`src/rtl/pc_fetch_stage.sv`:
```
// Program-counter register and instruction-fetch controller.
// Holds the architectural PC, fetches one instruction word at a time over a
// req/gnt/rvalid handshake, presents {PC, instruction} downstream and commits
// the returned next PC on a valid/ready handshake. Misaligned next-PC values
// and memory timeouts park the stage in TRAP until reset.
module pc_fetch_stage #(
    parameter logic [31:0] RESET_PC = 32'h0000_0000,
    parameter int          TIMEOUT  = 16,
    parameter int          CNT_W    = 32
) (
    input  logic             i_Clk,
    input  logic             i_Reset_n,
    output logic             o_Imem_Req,
    output logic [31:0]      o_Imem_Addr,
    input  logic             i_Imem_Gnt,
    input  logic             i_Imem_Rvalid,
    input  logic [31:0]      i_Imem_Rdata,
    output logic             o_Valid,
    output logic [31:0]      o_Pc,
    output logic [31:0]      o_Instruction,
    input  logic             i_Ready,
    input  logic [31:0]      i_Next,
    output logic             o_Misaligned,
    output logic             o_Timeout,
    output logic [CNT_W-1:0] o_Fetch_Count
);

    // Wait counter only has to reach TIMEOUT-1, so size it to that.
    localparam int                 WCNT_W     = (TIMEOUT > 2) ? $clog2(TIMEOUT) : 1;
    localparam logic [WCNT_W-1:0]  WAIT_LIMIT = WCNT_W'(TIMEOUT - 1);

    typedef enum logic [1:0] {
        S_REQ,
        S_WAIT,
        S_HOLD,
        S_TRAP
    } state_e;

    state_e             state_q, state_d;
    logic [31:0]        pc_q, pc_d;
    logic [31:0]        instr_q, instr_d;
    logic               valid_q, valid_d;
    logic               mis_q, mis_d;
    logic               tmo_q, tmo_d;
    logic [CNT_W-1:0]   cnt_q, cnt_d;
    logic [WCNT_W-1:0]  wait_q, wait_d;

    // State and datapath registers; reset abandons any in-flight request.
    always_ff @(posedge i_Clk or negedge i_Reset_n) begin
        if (!i_Reset_n) begin
            state_q <= S_REQ;
            pc_q    <= RESET_PC;
            instr_q <= 32'h0;
            valid_q <= 1'b0;
            mis_q   <= 1'b0;
            tmo_q   <= 1'b0;
            cnt_q   <= '0;
            wait_q  <= '0;
        end else begin
            state_q <= state_d;
            pc_q    <= pc_d;
            instr_q <= instr_d;
            valid_q <= valid_d;
            mis_q   <= mis_d;
            tmo_q   <= tmo_d;
            cnt_q   <= cnt_d;
            wait_q  <= wait_d;
        end
    end

    // Next-state logic: REQ -> WAIT -> HOLD -> REQ, with TRAP as a dead end.
    always_comb begin
        state_d = state_q;
        pc_d    = pc_q;
        instr_d = instr_q;
        mis_d   = mis_q;
        tmo_d   = tmo_q;
        cnt_d   = cnt_q;
        wait_d  = wait_q;
        unique case (state_q)
            S_REQ: begin
                // Stale rvalid from an abandoned request is ignored here.
                if (i_Imem_Gnt) begin
                    state_d = S_WAIT;
                    wait_d  = '0;
                end
            end
            S_WAIT: begin
                // Data arriving on the limit cycle still wins over the trap.
                if (i_Imem_Rvalid) begin
                    instr_d = i_Imem_Rdata;
                    state_d = S_HOLD;
                end else if (wait_q == WAIT_LIMIT) begin
                    tmo_d   = 1'b1;
                    state_d = S_TRAP;
                end else begin
                    wait_d = wait_q + WCNT_W'(1);
                end
            end
            S_HOLD: begin
                if (i_Ready) begin
                    cnt_d = cnt_q + CNT_W'(1);
                    if (i_Next[1:0] == 2'b00) begin
                        pc_d    = i_Next;
                        state_d = S_REQ;
                    end else begin
                        mis_d   = 1'b1;
                        state_d = S_TRAP;
                    end
                end
            end
            S_TRAP: begin
                state_d = S_TRAP;
            end
            default: begin
                state_d = S_TRAP;
            end
        endcase
        valid_d = (state_d == S_HOLD);
    end

    assign o_Imem_Req    = (state_q == S_REQ);
    assign o_Imem_Addr   = pc_q;
    assign o_Valid       = valid_q;
    assign o_Pc          = pc_q;
    assign o_Instruction = instr_q;
    assign o_Misaligned  = mis_q;
    assign o_Timeout     = tmo_q;
    assign o_Fetch_Count = cnt_q;

endmodule

```
`config.mk`:
```
export PLATFORM = sky130hd
export DESIGN_NAME = pc_fetch_stage
export DESIGN_NICKNAME = d
export VERILOG_FILES = /design/src/rtl/pc_fetch_stage.sv
export SDC_FILE = /design/constraint.sdc
export NUM_CORES = 1
export LEC_CHECK = 0
export CAP_MARGIN = 20
export CELL_PAD_IN_SITES_DETAIL_PLACEMENT = 0
export CELL_PAD_IN_SITES_GLOBAL_PLACEMENT = 1
export CORE_ASPECT_RATIO = 2
export CORE_MARGIN = 2
export CORE_UTILIZATION = 32
export DETAILED_ROUTE_END_ITERATION = 8
export GPL_ROUTABILITY_DRIVEN = 0
export PLACE_DENSITY_LB_ADDON = 0.1
export SLEW_MARGIN = 20
export SYNTH_ARGS = -nofsm -noshare
export SYNTH_HDL_FRONTEND = slang
export SYNTH_SLANG_ARGS = --single-unit
```
`constraint.sdc`:
```
create_clock -name i_Clk -period 1.83 [get_ports i_Clk]
set_clock_uncertainty 0.1 [all_clocks]
set_input_delay 0.183 -clock i_Clk [delete_from_list [all_inputs] [get_ports i_Clk]]
set_output_delay 0.183 -clock i_Clk [all_outputs]
set_load 0.05 [all_outputs]
```
# Word-level counts from Yosys, hierarchy flattened
# Cells that the tools add are included.
dict set report classes {
  n_addsub 2
  n_eq_ne 8
  bitwise_logic 2
  reduce_logical 9
  mux 10
}
# cell count
set op_table {}
lappend op_table {{$add A32 B1 Y32 const B} 1}
lappend op_table {{$mux W4} 3}
lappend op_table {{$mux W2} 5}
lappend op_table {{$reduce_and A3 Y1} 3}
lappend op_table {{$pmux W2 S4} 1}
lappend op_table {{$pmux W4 S2} 1}
lappend op_table {{$eq A2 B2 Y1 const B} 3}
lappend op_table {{$add A4 B1 Y4 const B} 1}
lappend op_table {{$eq A4 B4 Y1 const B} 1}
lappend op_table {{$logic_not A2 Y1} 2}
lappend op_table {{$ne A2 B2 Y1 const B} 2}
lappend op_table {{$reduce_and A2 Y1} 2}
lappend op_table {{$reduce_and A4 Y1} 1}
lappend op_table {{$eq A2 B1 Y1 const B} 1}
lappend op_table {{$ne A2 B1 Y1 const B} 1}
lappend op_table {{$not A1 Y1} 2}
lappend op_table {{$reduce_bool A2 Y1} 1}
dict set report word_totals {
  reg_bits 105
}

# Depth between registers and ports, before layout
dict set report logic_depth {
  word_depth 5
  ltp_mapped 6
  mapped_depth_nobuf 5
}

# Least setup slack after synthesis
# No wires, ideal clock.
dict set report synth_path {
  path_kind {register to register}
  from {register cnt_q[0], in the netlist o_Fetch_Count[0]}
  to {register cnt_q[18], in the netlist o_Fetch_Count[18]}
  stages_incl_launch_ff 6
  required_ps 1589
  setup_slack_ps -176
  arrival_ps 1765
  setup_ps 141
  cell_sequence {dfrtp_1 -> ha_1 -> nand2_1 -> nor4_4 -> nand4_1 -> xnor2_1}
}
dict set report synth_via {
  elab_chain_cells 1
}
# item line_no
set synth_lines {}
lappend synth_lines {{from (decl)} 45} ;# logic [CNT_W-1:0] cnt_q, cnt_d;
lappend synth_lines {{from (signal assigned)} 66} ;# cnt_q <= cnt_d;
lappend synth_lines {{$add A32 B1 Y32} 102} ;# cnt_d = cnt_q + CNT_W'(1);
# No other way between the ends.
# A chain may end at the register's enable or synchronous reset.

# Worst setup path in the final report
dict set report layout_path {
  from {register instr_q[22], in the netlist o_Instruction[22]}
  to {output port o_Instruction[22]}
}
# item line_no
set layout_rtl {}
lappend layout_rtl {{from (decl)} 41} ;# logic [31:0] instr_q, instr_d;
lappend layout_rtl {{from (signal assigned)} 62} ;# instr_q <= instr_d;
lappend layout_rtl {{to (decl)} 20} ;# output logic [31:0] o_Instruction,
# No word-level cell between the ends.

==> impl_metrics.csv <==
group,metric,value,unit
status,status,"completed",
pwr,leakagePower,3.54,nW
clock_network,cts_max_path_buffers,2,
clock_network,htreeDepth,3,
synthesis,synth_top_family_by_area,"multiplexers",
synthesis,ys_seq_elements,105,
setup_path,worst_path_largest_cell_delay,0.81,ns
setup_path,start_kind,"flip-flop",
synthesis,synth-adder-area-share,0.552,%
floorplanning,placementRows,61,
global_route,met1_usage,15.8,%
run,drv_cap,0,
sta,slew_headroom,62.7,%
synthesis,ys_seq_area_share,58.0,%
setup_path,crit_chain,"clkdlybuf4s50_1",
sta,fin_tns_setup,0,ns
sta,tightest_slew,0.558,ns
sta,slew_viol_final,0,
clock_network,clock-sinks,105,
drt,drt.antenna.violating_nets,0,
drt,drc,0,
finish,nets,598,
floorplanning,start_util,32.6,%
floorplanning,die_area,15200,um^2
setup_path,crit_buf_inv,1,
drt,viasPerCell,4.53,
synthesis,synth_edf_count,0,
placement,dp_slack,-0.111,ns
sta,fmax,560,MHz
drt,drt_wl_total,11300,um
clock_network,cts-root-buf,"clkbuf_16",
drt,detail_route.wl_per_cell,15.7,um
placement,dp.final_hpwl,8670,um
finish,area_growth,53.8,%
setup_path,endpoint_kind,"primary output",
sta,finalSetupViolations,0,
drt,firstDrtPassIters,3,
synthesis,async_flop_share,100,%
synthesis,syn_inst,340,
global_route,grt-ovfl-total,0,
placement,post_dp_cell_area,6560,um^2
clock_network,worstSkewPairLatency,0.33,ns
synthesis,syn_avg_cell_area,13.3,um^2
global_route,antenna_found_initial,0,
synthesis,syn-num-nets,411,
clock_network,path_clk_slew,0.07,ns
finish,drive_gt1_share,31.0,%
sta,layout_setup_ws,0.0440,ns
finish,final_util,50.2,%
global_route,grt_first_pass_wirelength,17700,um
synthesis,yosys_warnings,0,
global_route,gr-usage-met3,4.15,%
synthesis,yosys-mux-area-fraction,15.4,%
global_route,grt.met2_usage,29.1,%
global_route,busiest_layer,"met2",
floorplanning,core_region_area,13900,um^2
setup_path,cp_data_arrival_time,1.50,ns
sta,period_share,97.6,%
synthesis,yosysUniqueCellTypes,33,
finish,fin_area,6970,um^2
finish,fill_cells,1287,
synthesis,yosys.area_share.simple,12.0,%
drt,drt_iter0_drc,73,
floorplanning,die_h,172,um
clock_network,cts_tree,"done",
pwr,vdd_drop_max,0.00112,V
global_route,grt_max_degree,38,
sta,rsz0062_at_grt,"no",
drt,dr_total_vias,3268,
placement,dp.cells,704,
synthesis,synth_compound_area_share,1.35,%
setup_path,path_class,"reg2out",
setup_path,crit_required,1.55,ns
synthesis,synth-xor-area-share,6.18,%
finish,final_cells,721,
synthesis,ys.flop_type,"dfrtp_1",
sta,hold_viol_final,0,
placement,io_buffer_count,200,
worst_hold_path,hold_class,"in2async",
global_route,first_global_vias,3357,
clock_network,post-cts-setup-buffers,0,
clock_network,cts-buffers-inserted,9,
synthesis,netlist_area,4530,um^2
sta,final.min_clock_period,1.79,ns
floorplanning,io_pins,201,
setup_path,crit_fanout,2,
global_route,gr-usage-all-layers,15.2,%
finish,diodes,0,
setup_path,critPathSlowestCell,"clkdlybuf4s50_1",
pwr,power.density,1840,nW/um^2
floorplanning,fp.dieW,88.2,um
setup_path,path_delay_family,"buffers and inverters",
synthesized netlist by cell type (all sizes together) (2+ instances only):
master	number	share of area, %
nand4	12	1.8
o21ai	4	0.44
ha	2	0.55
and3	7	0.97
nand3b	3	0.58
o21bai	2	0.33
buf	40	6.4
xor2	5	0.97
nand2	18	1.5
nor3	5	0.80
nand3	16	1.8
and4	3	0.61
a21oi	2	0.22
mux2	62	15
nand4b	4	1.1
nor4	2	0.94
nor2	9	0.75
and2	4	0.55
nor2b	3	0.41
xnor2	27	5.2
dfrtp	105	58
cells in the final DEF (no fill, tap or decap), types with 2 or more instances in the layout:
| master | synthesis | routed |
|---|---|---|
| and3_1 | 7 | 7 |
| clkbuf_16 | 0 | 9 |
| buf_12 | 0 | 5 |
| nand3_1 | 16 | 16 |
| o21bai_1 | 2 | 2 |
| nor2b_1 | 3 | 3 |
| nand4_1 | 11 | 11 |
| xor2_1 | 5 | 5 |
| buf_4 | 33 | 59 |
| nor2_1 | 9 | 9 |
| dlymetal6s2s_1 | 0 | 40 |
| xnor2_1 | 27 | 27 |
| nor3_1 | 4 | 4 |
| dfrtp_2 | 0 | 17 |
| and2_1 | 4 | 4 |
| a21oi_1 | 2 | 2 |
| clkinv_4 | 0 | 2 |
| bufinv_16 | 0 | 2 |
| dlygate4sd2_1 | 0 | 20 |
| ha_1 | 2 | 2 |
| nand3b_1 | 2 | 2 |
| nor4_4 | 2 | 2 |
| nand4b_1 | 3 | 3 |
| clkbuf_1 | 1 | 2 |
| dfrtp_1 | 105 | 88 |
| and4_1 | 2 | 2 |
| mux2_2 | 62 | 62 |
| o21ai_0 | 4 | 4 |
| nand2_1 | 18 | 18 |
| clkdlybuf4s50_1 | 0 | 92 |
state kept, by name (all words and copies together) (netlist names):
register       flops
o_Valid            1
o_Imem_Addr       32
o_Timeout          1
o_Fetch_Count     32
state_q            2
o_Instruction     32
wait_q             4
o_Misaligned       1
area by class of cell:
type,count,area [um^2],share of cell area (%)
Tap cell,189,236,3.39
Multi-Input combinational cell,193,1610,23.1
Inverter,1,3.75,0.0538
Sequential cell,105,2650,38.0
Clock inverter,4,77.6,1.11
Timing Repair Buffer,217,2150,30.8
Clock buffer,12,246,3.54
layer usage:
metal,up-vias,share of wire (%)
met5,-,0
met4,0,1.1
met3,7,5.9
met2,103,58
met1,1641,35
li1,1517,-
cell families after synthesis:
kind of cell | Yosys count
buffers and inverters | 42
adder cells (fa/ha/maj) | 2
flip-flops | 105
XOR/XNOR | 32
AO/OA/AOI/OAI | 10
multiplexers | 62
AND/OR/NAND/NOR | 87
worst paths after layout:
check                                   from                end  slack, ns  cells after the start
max in group asynchronous          i_Reset_n   o_Fetch_Count[3]       0.92                      3
min in group i_Clk           i_Imem_Rdata[5]   o_Instruction[5]       0.35                      2
setup reg to reg            o_Fetch_Count[0]  o_Fetch_Count[30]       0.15                      6
hold reg to reg                    o_Timeout          o_Timeout       0.38                      1
setup / recovery           o_Instruction[22]  o_Instruction[22]       0.04                      1
hold / removal                     i_Reset_n     o_Imem_Addr[6]       0.14                      2
timing repair:
action / in CTS / in global routing
endpoints found under the setup margin: 20 / 44
hold buffers: 1 / 0
gates resized for setup: 20 / 41
hold endpoints to repair: 105 / 0
power breakdown:
part | leakage (nW) | total, mW | internal (mW) | switching (mW)
Clock | 0.157 | 2.09 | 1.24 | 0.849
Combinational | 2.08 | 7.09 | 2.34 | 4.75
Sequential | 1.31 | 3.62 | 3.11 | 0.516
stage by stage:
stage / hold slack [ns] / power, mW
6_report: 0.144 / 12.8
5_1_grt: 0.167 / 13.4
4_1_cts: 0.137 / 13.0
3_5_place_dp: -0.0365 / 11.0
3_3_place_gp: -0.0355 / 11.0
2_1_floorplan: -0.213 / 8.87
Note: power is estimated with default switching activity, not from simulation.
